## config.mk

```make
export PLATFORM = sky130hd
export DESIGN_NAME = decoder_hs
export DESIGN_NICKNAME = d
export VERILOG_FILES = /design/src/rtl/decoder_pkg.sv /design/src/rtl/decoder_skid_buf.sv /design/src/rtl/decoder_hs.sv
export SDC_FILE = /design/constraint.sdc
export NUM_CORES = 1
export LEC_CHECK = 0
export ABC_AREA = 1
export BUFFER_PORTS_ARGS = -buffer_cell sky130_fd_sc_hd__buf_2
export CELL_PAD_IN_SITES_DETAIL_PLACEMENT = 0
export CELL_PAD_IN_SITES_GLOBAL_PLACEMENT = 1
export CORE_ASPECT_RATIO = 1.25
export CORE_MARGIN = 2
export CORE_UTILIZATION = 37
export CTS_CLUSTER_DIAMETER = 150
export DETAILED_ROUTE_END_ITERATION = 10
export PLACE_DENSITY_LB_ADDON = 0.1
export SLEW_MARGIN = 10
export SYNTH_ARGS = -nofsm -noshare
export SYNTH_HDL_FRONTEND = slang
export SYNTH_SLANG_ARGS = --single-unit
```

## constraint.sdc

```tcl
create_clock -name clk -period 1.4 [get_ports clk]
set_input_delay 0.28 -clock clk [delete_from_list [all_inputs] [get_ports clk]]
set_output_delay 0.28 -clock clk [all_outputs]
set_load 0.01 [all_outputs]
```

## src/rtl/decoder_pkg.sv

```systemverilog
// Shared types and the binary-to-one-hot decode helper for the handshaked decoder.
package decoder_pkg;

    localparam int unsigned MAX_OUT = 256;

    typedef logic [1:0] buf_state_t;
    localparam buf_state_t ST_EMPTY = 2'd0;
    localparam buf_state_t ST_ONE   = 2'd1;
    localparam buf_state_t ST_FULL  = 2'd2;

    // Bit k is set iff code==k and k is a legal line; callers truncate to their width.
    function automatic logic [MAX_OUT-1:0] onehot_decode(input logic [31:0] code,
                                                         input int unsigned num_lines);
        logic [MAX_OUT-1:0] res;
        res = '0;
        for (int unsigned k = 0; k < MAX_OUT; k++) begin
            res[k] = (code == k) && (k < num_lines);
        end
        return res;
    endfunction

endpackage

```

## src/rtl/decoder_skid_buf.sv

```systemverilog
// Two-entry valid/ready buffer: main entry drives the outputs, skid entry absorbs one extra word.
module decoder_skid_buf
    import decoder_pkg::*;
#(
    parameter int unsigned WIDTH = 17
) (
    input  logic             clk,
    input  logic             rst_n,
    input  logic             enable,
    input  logic             in_valid,
    output logic             in_ready,
    input  logic [WIDTH-1:0] in_data,
    output logic             out_valid,
    input  logic             out_ready,
    output logic [WIDTH-1:0] out_data
);

    buf_state_t       state_q, state_d;
    logic [WIDTH-1:0] main_q, main_d;
    logic [WIDTH-1:0] skid_q, skid_d;
    logic             out_valid_q, out_valid_d;
    logic             full_q, full_d;
    logic             live_q;
    logic             push, pop;

    // Ready depends only on registers and enable, never on out_ready.
    assign in_ready  = enable && live_q && !full_q;
    assign out_valid = out_valid_q;
    assign out_data  = main_q;
    assign push      = in_valid && in_ready;
    assign pop       = out_valid_q && out_ready;

    always_ff @(posedge clk or negedge rst_n) begin
        if (!rst_n) begin
            state_q     <= ST_EMPTY;
            main_q      <= '0;
            skid_q      <= '0;
            out_valid_q <= 1'b0;
            full_q      <= 1'b0;
            live_q      <= 1'b0;
        end else begin
            state_q     <= state_d;
            main_q      <= main_d;
            skid_q      <= skid_d;
            out_valid_q <= out_valid_d;
            full_q      <= full_d;
            live_q      <= 1'b1;
        end
    end

    always_comb begin
        state_d = state_q;
        main_d  = main_q;
        skid_d  = skid_q;
        case (state_q)
            ST_EMPTY: begin
                if (push) begin
                    main_d  = in_data;
                    state_d = ST_ONE;
                end
            end
            ST_ONE: begin
                // Push and pop together reload main directly so the stream has no bubble.
                if (push && pop) begin
                    main_d = in_data;
                end else if (push) begin
                    skid_d  = in_data;
                    state_d = ST_FULL;
                end else if (pop) begin
                    main_d  = '0;
                    state_d = ST_EMPTY;
                end
            end
            ST_FULL: begin
                if (pop) begin
                    main_d  = skid_q;
                    skid_d  = '0;
                    state_d = ST_ONE;
                end
            end
            default: begin
                state_d = ST_EMPTY;
                main_d  = '0;
                skid_d  = '0;
            end
        endcase
        out_valid_d = (state_d != ST_EMPTY);
        full_d      = (state_d == ST_FULL);
    end

endmodule

```

## src/rtl/decoder_hs.sv

```systemverilog
// Binary-to-one-hot decoder with valid/ready on both sides; codes are decoded on capture.
module decoder_hs
    import decoder_pkg::*;
#(
    parameter int unsigned IN_SIZE   = 4,
    parameter int unsigned NUM_LINES = 1 << IN_SIZE
) (
    input  logic                      clk,
    input  logic                      rst_n,
    input  logic                      enable,
    input  logic                      in_valid,
    output logic                      in_ready,
    input  logic [IN_SIZE-1:0]        in,
    output logic                      out_valid,
    input  logic                      out_ready,
    output logic [(1 << IN_SIZE)-1:0] out,
    output logic                      out_err
);

    localparam int unsigned OUT_SIZE = 1 << IN_SIZE;
    localparam int unsigned PW       = OUT_SIZE + 1;

    logic [OUT_SIZE-1:0] dec;
    logic                err;
    logic [PW-1:0]       payload;
    logic [PW-1:0]       entry;

    // Stored pre-decoded so the output register path carries no decode logic.
    always_comb begin
        dec     = OUT_SIZE'(onehot_decode(32'(in), NUM_LINES));
        err     = (32'(in) >= NUM_LINES);
        payload = {err, dec};
    end

    decoder_skid_buf #(
        .WIDTH(PW)
    ) u_buf (
        .clk      (clk),
        .rst_n    (rst_n),
        .enable   (enable),
        .in_valid (in_valid),
        .in_ready (in_ready),
        .in_data  (payload),
        .out_valid(out_valid),
        .out_ready(out_ready),
        .out_data (entry)
    );

    assign out     = entry[OUT_SIZE-1:0];
    assign out_err = entry[OUT_SIZE];

endmodule

```

## Word-level counts from Yosys, hierarchy flattened

Cells that the tools add are included.

- Register bits: 39
- Input bits: 9
- Output and inout port bits: 19
- Word-level logic and storage cells: 56

- Eq/ne operators: 24
- Multiplexer cells: 14
- Bitwise logic cells: 1
- Reductions and logical operators: 11

Operator list:

| cell | count |
|---|---|
| 17-bit 2-to-1 mux | 6 |
| 17-bit case mux with 3 select lines | 2 |
| 4-bit equality test, second input constant | 8 |
| 4-bit by 3-bit equality test with 1-bit output, second input constant | 4 |
| 2-bit 2-to-1 mux | 5 |
| 4-bit by 2-bit equality test with 1-bit output, second input constant | 2 |
| 4-bit AND reduction | 2 |
| 2-bit by 1-bit != test with 1-bit output, second input constant | 3 |
| 2-bit case mux with 3 select lines | 1 |
| 1-bit logical AND | 5 |
| 2-bit equality test, second input constant | 2 |
| 4-bit by 1-bit equality test with 1-bit output, second input constant | 1 |
| 4-bit zero test | 1 |
| 3-bit by 1-bit != test with 1-bit output, second input constant | 1 |
| 3-bit != test, second input constant | 1 |
| 2-bit by 1-bit equality test with 1-bit output, second input constant | 1 |
| 2-bit zero test | 1 |
| 2-bit != test, second input constant | 1 |
| 2-bit nonzero test | 1 |
| 1-bit zero test | 1 |
| 1-bit NOT | 1 |

## Depth between registers and ports, before layout

- Word-level depth: 7
- Mapped depth: 10

## By module

A second synthesis with hierarchy kept.

- Cell total of the unflattened synthesis: 334
- Area total of the unflattened synthesis: 2233.4 um^2

By module, submodules not included:

| module | times used | cells an instance | area an instance (um^2) | sequential area each (um^2) |
|---|---|---|---|---|
| decoder_skid_buf | 1 | 305 | 2124.5 | 975.9 |
| decoder_hs | 1 | 29 | 108.9 | 0.0 |

## Worst setup path before layout

No wires, ideal clock.

- Kind: flip-flop to flip-flop
- Start point: register u_buf.out_valid_q, in the netlist u_buf.out_valid
- End point: register u_buf.skid_q[0]
- Arrival: 1.247 ns
- Data required time: 1.284 ns
- Slack: 0.037 ns
- Cell stages (with the launch flop): 8
- Clock period less this slack: 1.363 ns
- Cells stage by stage: dfrtp_1 nand2_2 inv_1 o21ai_4 nand2_4 buf_6 nand2_1 nand2_1

- Word-level cells in the longest chain between the ends: 4
- Elaborated cells between the ends (all ways): 5
- Those cells by class: eq/ne (2); reduce/logical (3)

Ends and longest elaborated chain:

| item | line | source |
|---|---|---|
| start, declared | decoder_skid_buf.sv:21 | `logic out_valid_q, out_valid_d;` |
| start signal, assigned | decoder_skid_buf.sv:45 | `out_valid_q <= out_valid_d;` |
| 1-bit logical AND * | decoder_skid_buf.sv:31 | `assign pop = out_valid_q && out_ready;` |
| 1-bit logical AND | decoder_skid_buf.sv:64 | `if (push && pop) begin` |
| 2-bit != test (no source line) | -- |  |
| 4-bit AND reduction (no source line) * | -- |  |
| end signal, assigned | decoder_skid_buf.sv:44 | `skid_q <= skid_d;` |
| end, declared | decoder_skid_buf.sv:20 | `logic [WIDTH-1:0] skid_q, skid_d;` |

Mark *: on every way between the ends. The rest lies on a longest branch, timed or not.
A chain may end at the register's enable or synchronous reset.

## Worst setup path in the final report

- Start point: register u_buf.full_q
- End point: register u_buf.skid_q[11]

- Word-level cells in the longest chain between the ends: 6
- Elaborated cells between the ends (all ways): 7
- Those cells by class: eq/ne (2); reduce/logical (5)

Ends and longest elaborated chain:

| item | line | source |
|---|---|---|
| start, declared | decoder_skid_buf.sv:22 | `logic full_q, full_d;` |
| start signal, assigned | decoder_skid_buf.sv:46 | `full_q <= full_d;` |
| 1-bit zero test * | decoder_skid_buf.sv:27 | `assign in_ready = enable && live_q && !full_q;` |
| 1-bit logical AND * | decoder_skid_buf.sv:27 |  |
| 1-bit logical AND * | decoder_skid_buf.sv:30 | `assign push = in_valid && in_ready;` |
| 1-bit logical AND | decoder_skid_buf.sv:64 |  |
| 2-bit != test (no source line) | -- |  |
| 4-bit AND reduction (no source line) * | -- |  |

Marked as above.

==> results.sh <==
export IMPL_synth_edf_count=0
export IMPL_cp_start_kind="register"
export IMPL_drt_first_pass_iters=4
export IMPL_clk_pin_slew_ns=0.08
export IMPL_clk_latency_ns=0.29
export IMPL_cts_root_buf="clkbuf_8"
export IMPL_synth_ff_type="dfrtp_1"
export IMPL_grt_max_degree=38
export IMPL_num_vias=2054
export IMPL_reg2reg_depth=6
export IMPL_clk_path_buf_depth=2
export IMPL_antenna_left=0
export IMPL_regToRegStartpoint="u_buf.full_q"
export IMPL_antenna_cells=0
export IMPL_worstSetupEndpoint="u_buf.skid_q[11]"
export IMPL_wl_per_cell_microns=12.98
export IMPL_synth_most_common_cell="nand2_1"
export IMPL_rsz0062_at_grt="true"
export IMPL_finClkSkew_ns=0.006491
export IMPL_h_tree_depth=2
export IMPL_synth_top_family_by_area="simple AND/OR/NAND/NOR gates"
export IMPL_p_sw_mw=1.692
export IMPL_synth_xor_area_frac=0
export IMPL_wl_microns=5632
export IMPL_ys_top_cells_by_count="nand2_1, dfrtp_1, nand3_1"
export IMPL_syn2layout_area_growth_pct=21.35
export IMPL_synth_compound_area_frac=0.02461
export IMPL_antenna_found_initial=0
export IMPL_min_period_ns=1.318
export IMPL_fin_nets=376
export IMPL_cts_sinks=37
export IMPL_syn_instance_count=320
export IMPL_critPathLaunch="u_buf.full_q"
export IMPL_cp_max_fo=7
export IMPL_max_cap_viol_count=0
export IMPL_synth_area_top_cells="dfrtp_1, nand2_1, nand3_1"
export IMPL_muxShareOfSynthArea=0
export IMPL_port_buffers=26
export IMPL_syn_area_sq_um=2186
export IMPL_yosys_warnings=0
export IMPL_worst_setup_path_type="register to register"
export IMPL_hold_class="primary input to register"
export IMPL_power_density_nw_per_um2=1492
export IMPL_ff2ff_setup_slack_ns=0.08
export IMPL_vias_per_cell=4.733
export IMPL_globalRouteTotalUtil=0.1872
export IMPL_drc_errors=0
export IMPL_die_area_sq_um=6542
export IMPL_switching_share=0.4275
export IMPL_required_ns=1.63
export IMPL_synth_top_area_share=0.4236
export IMPL_status="complete, no violations"
export IMPL_utilization=0.4621
export IMPL_start_util=0.3808
export IMPL_synth_top_cell_by_area="dfrtp_1"
export IMPL_ys_types=19
export IMPL_yosysSeqAreaShare=0.4236
export IMPL_ios=28
export IMPL_hold_viol_final=0
export IMPL_regArea_sq_um=927.1
export IMPL_timing_final_crit_share=0.9414
export IMPL_combPwrFrac=0.456
export IMPL_place_congestion=0.8115
export IMPL_cts_buffers=5
export IMPL_core_sq_um=5741
export IMPL_drt_iter0_markers=141
export IMPL_cts_tree="done"
export IMPL_grt_ovfl_total=0
export IMPL_die_height_microns=89.94
export IMPL_synth_seq_cells=37
export IMPL_dp_hpwl_microns=3640
export IMPL_grt_pass1_vias=2004
export IMPL_yosys_area_share_simple=0.4528
export IMPL_synth_nets=329
export IMPL_grt_first_pass_wirelength_microns=9528
export IMPL_finalNonFillerCells=434
export IMPL_leakagePower_nw=1.547
export IMPL_syn_avg_cell_area_sq_um=6.831
export IMPL_synthArstFlopShare=1.000
export IMPL_fillers=634
export IMPL_max_freq_mhz=758.8
export IMPL_slew_violations=0
export IMPL_crit_path_end_kind="register"
export IMPL_multi_input_area_sq_um=1085
export IMPL_worst_ep_arrival_time_ns=1.55
export IMPL_peakVddDrop_mv=0.9434
export IMPL_setup_violations=0
export IMPL_rows=31
export IMPL_clockPowerShare=0.188
export IMPL_power_frac_seq=0.355
export IMPL_synth_fa_ha_area_frac=0
export IMPL_chipWidth_microns=72.75
export IMPL_dp_cells=418
export IMPL_p_int_mw=2.266
export IMPL_rr_endpoint="u_buf.skid_q[11]"
export IMPL_drive_gt1_frac=0.2065
## stage by stage
stage | cell area, sq um | setup WS (ns) | hold WS, ns | power, mW | setup TNS, ns
4_1_cts | 2575 | 0.01597 | 0.3707 | 3.892 | 0
3_5_place_dp | 2467 | -0.03396 | 0.2658 | 3.069 | -0.05737
6_report | 2653 | 0.08206 | 0.3728 | 3.958 | 0
5_1_grt | 2653 | -0.007274 | 0.4562 | 4.247 | -0.03320
3_3_place_gp | 2467 | 0.01811 | 0.2641 | 3.056 | 0
2_1_floorplan | 2186 | 0.03663 | -0.01559 | 2.518 | 0
## worst max-delay path: stages (launching register included)
cell,delay [ns]
dfrtp_1,0.39
inv_2,0.07
nand4_4,0.11
o21ai_4,0.35
buf_6,0.18
nand3_1,0.08
nand2_1,0.08
## kinds of logic after synthesis
group                  after synthesis
AND/OR/NAND/NOR                    235
AO/OA/AOI/OAI                        4
buffers and inverters               42
flip-flops                          37
other                                2
## cell type report
| class | count | area share |
|---|---|---|
| multi-input cells | 242 | 0.4090 |
| flip-flops and latches | 37 | 0.3495 |
| repair buffers | 49 | 0.1321 |
| inverters | 32 | 0.04717 |
| well taps | 66 | 0.03113 |
| clock buffers | 6 | 0.02736 |
| clock inverters | 2 | 0.003774 |
## timing repair
action	4_1_cts	5_1_grt
hold buffers	1	0
cloned	0	2
endpoints found under the hold margin	37	0
setup endpoints to repair	16	21
pin swaps	0	8
gates resized for setup	0	12
setup buffers	2	3
## cell usage in the layout (no fill, tap or decap)
cell type	instances
nand2_1	166
dfrtp_1	36
nand3_1	34
buf_2	26
nor2_1	24
inv_1	20
buf_4	17
clkinv_1	6
inv_2	5
clkbuf_8	5
nand2_2	3
buf_12	3
nand2_4	2
nor2_4	2
nand2_8	2
a21oi_4	2
conb_1	2
clkinv_2	2
buf_6	2
nand4_4	1
o21ai_4	1
inv_6	1
nor3_1	1
a21oi_1	1
nand3_2	1
clkbuf_1	1
dlygate4sd3_1	1
dfrtp_2	1
## how the worst min path moves through the flow
stage              from                  to  slack [ns]  cells past startpoint
2_1_floorplan     rst_n        u_buf.full_q       -0.02                      0
3_3_place_gp      rst_n    u_buf.skid_q[11]        0.26                      2
3_5_place_dp      rst_n  u_buf.out_data[11]        0.27                      2
4_1_cts        in_valid    u_buf.state_q[0]        0.37                      5
5_1_grt        in_valid    u_buf.state_q[0]        0.46                      5
6_report       in_valid    u_buf.state_q[0]        0.37                      5
## per-layer routing
metal  wire (microns)  global-route usage
met2             2717              0.3045
met1             2558              0.2392
met3              198             0.03363
met4              157             0.08025
met5                0                   0
## power by group through the flow
| stage | sequential, mW | clock (mW) | combinational (mW) |
|---|---|---|---|
| global placement | 1.42 | 0 | 1.64 |
| finish | 1.41 | 0.746 | 1.81 |
| detailed placement | 1.42 | 0 | 1.64 |
| global route | 1.44 | 0.813 | 2.00 |
| floorplan | 1.48 | 0 | 1.04 |
| CTS | 1.40 | 0.786 | 1.70 |
## sequential cells by signal, indices dropped and copies added, names as in the netlist
register and cells:
u_buf.out_data 16, u_buf.live_q 1, u_buf.state_q 2, u_buf.full_q 1, u_buf.out_valid 1, u_buf.skid_q 16
Power figures use the tool's default switching activity.
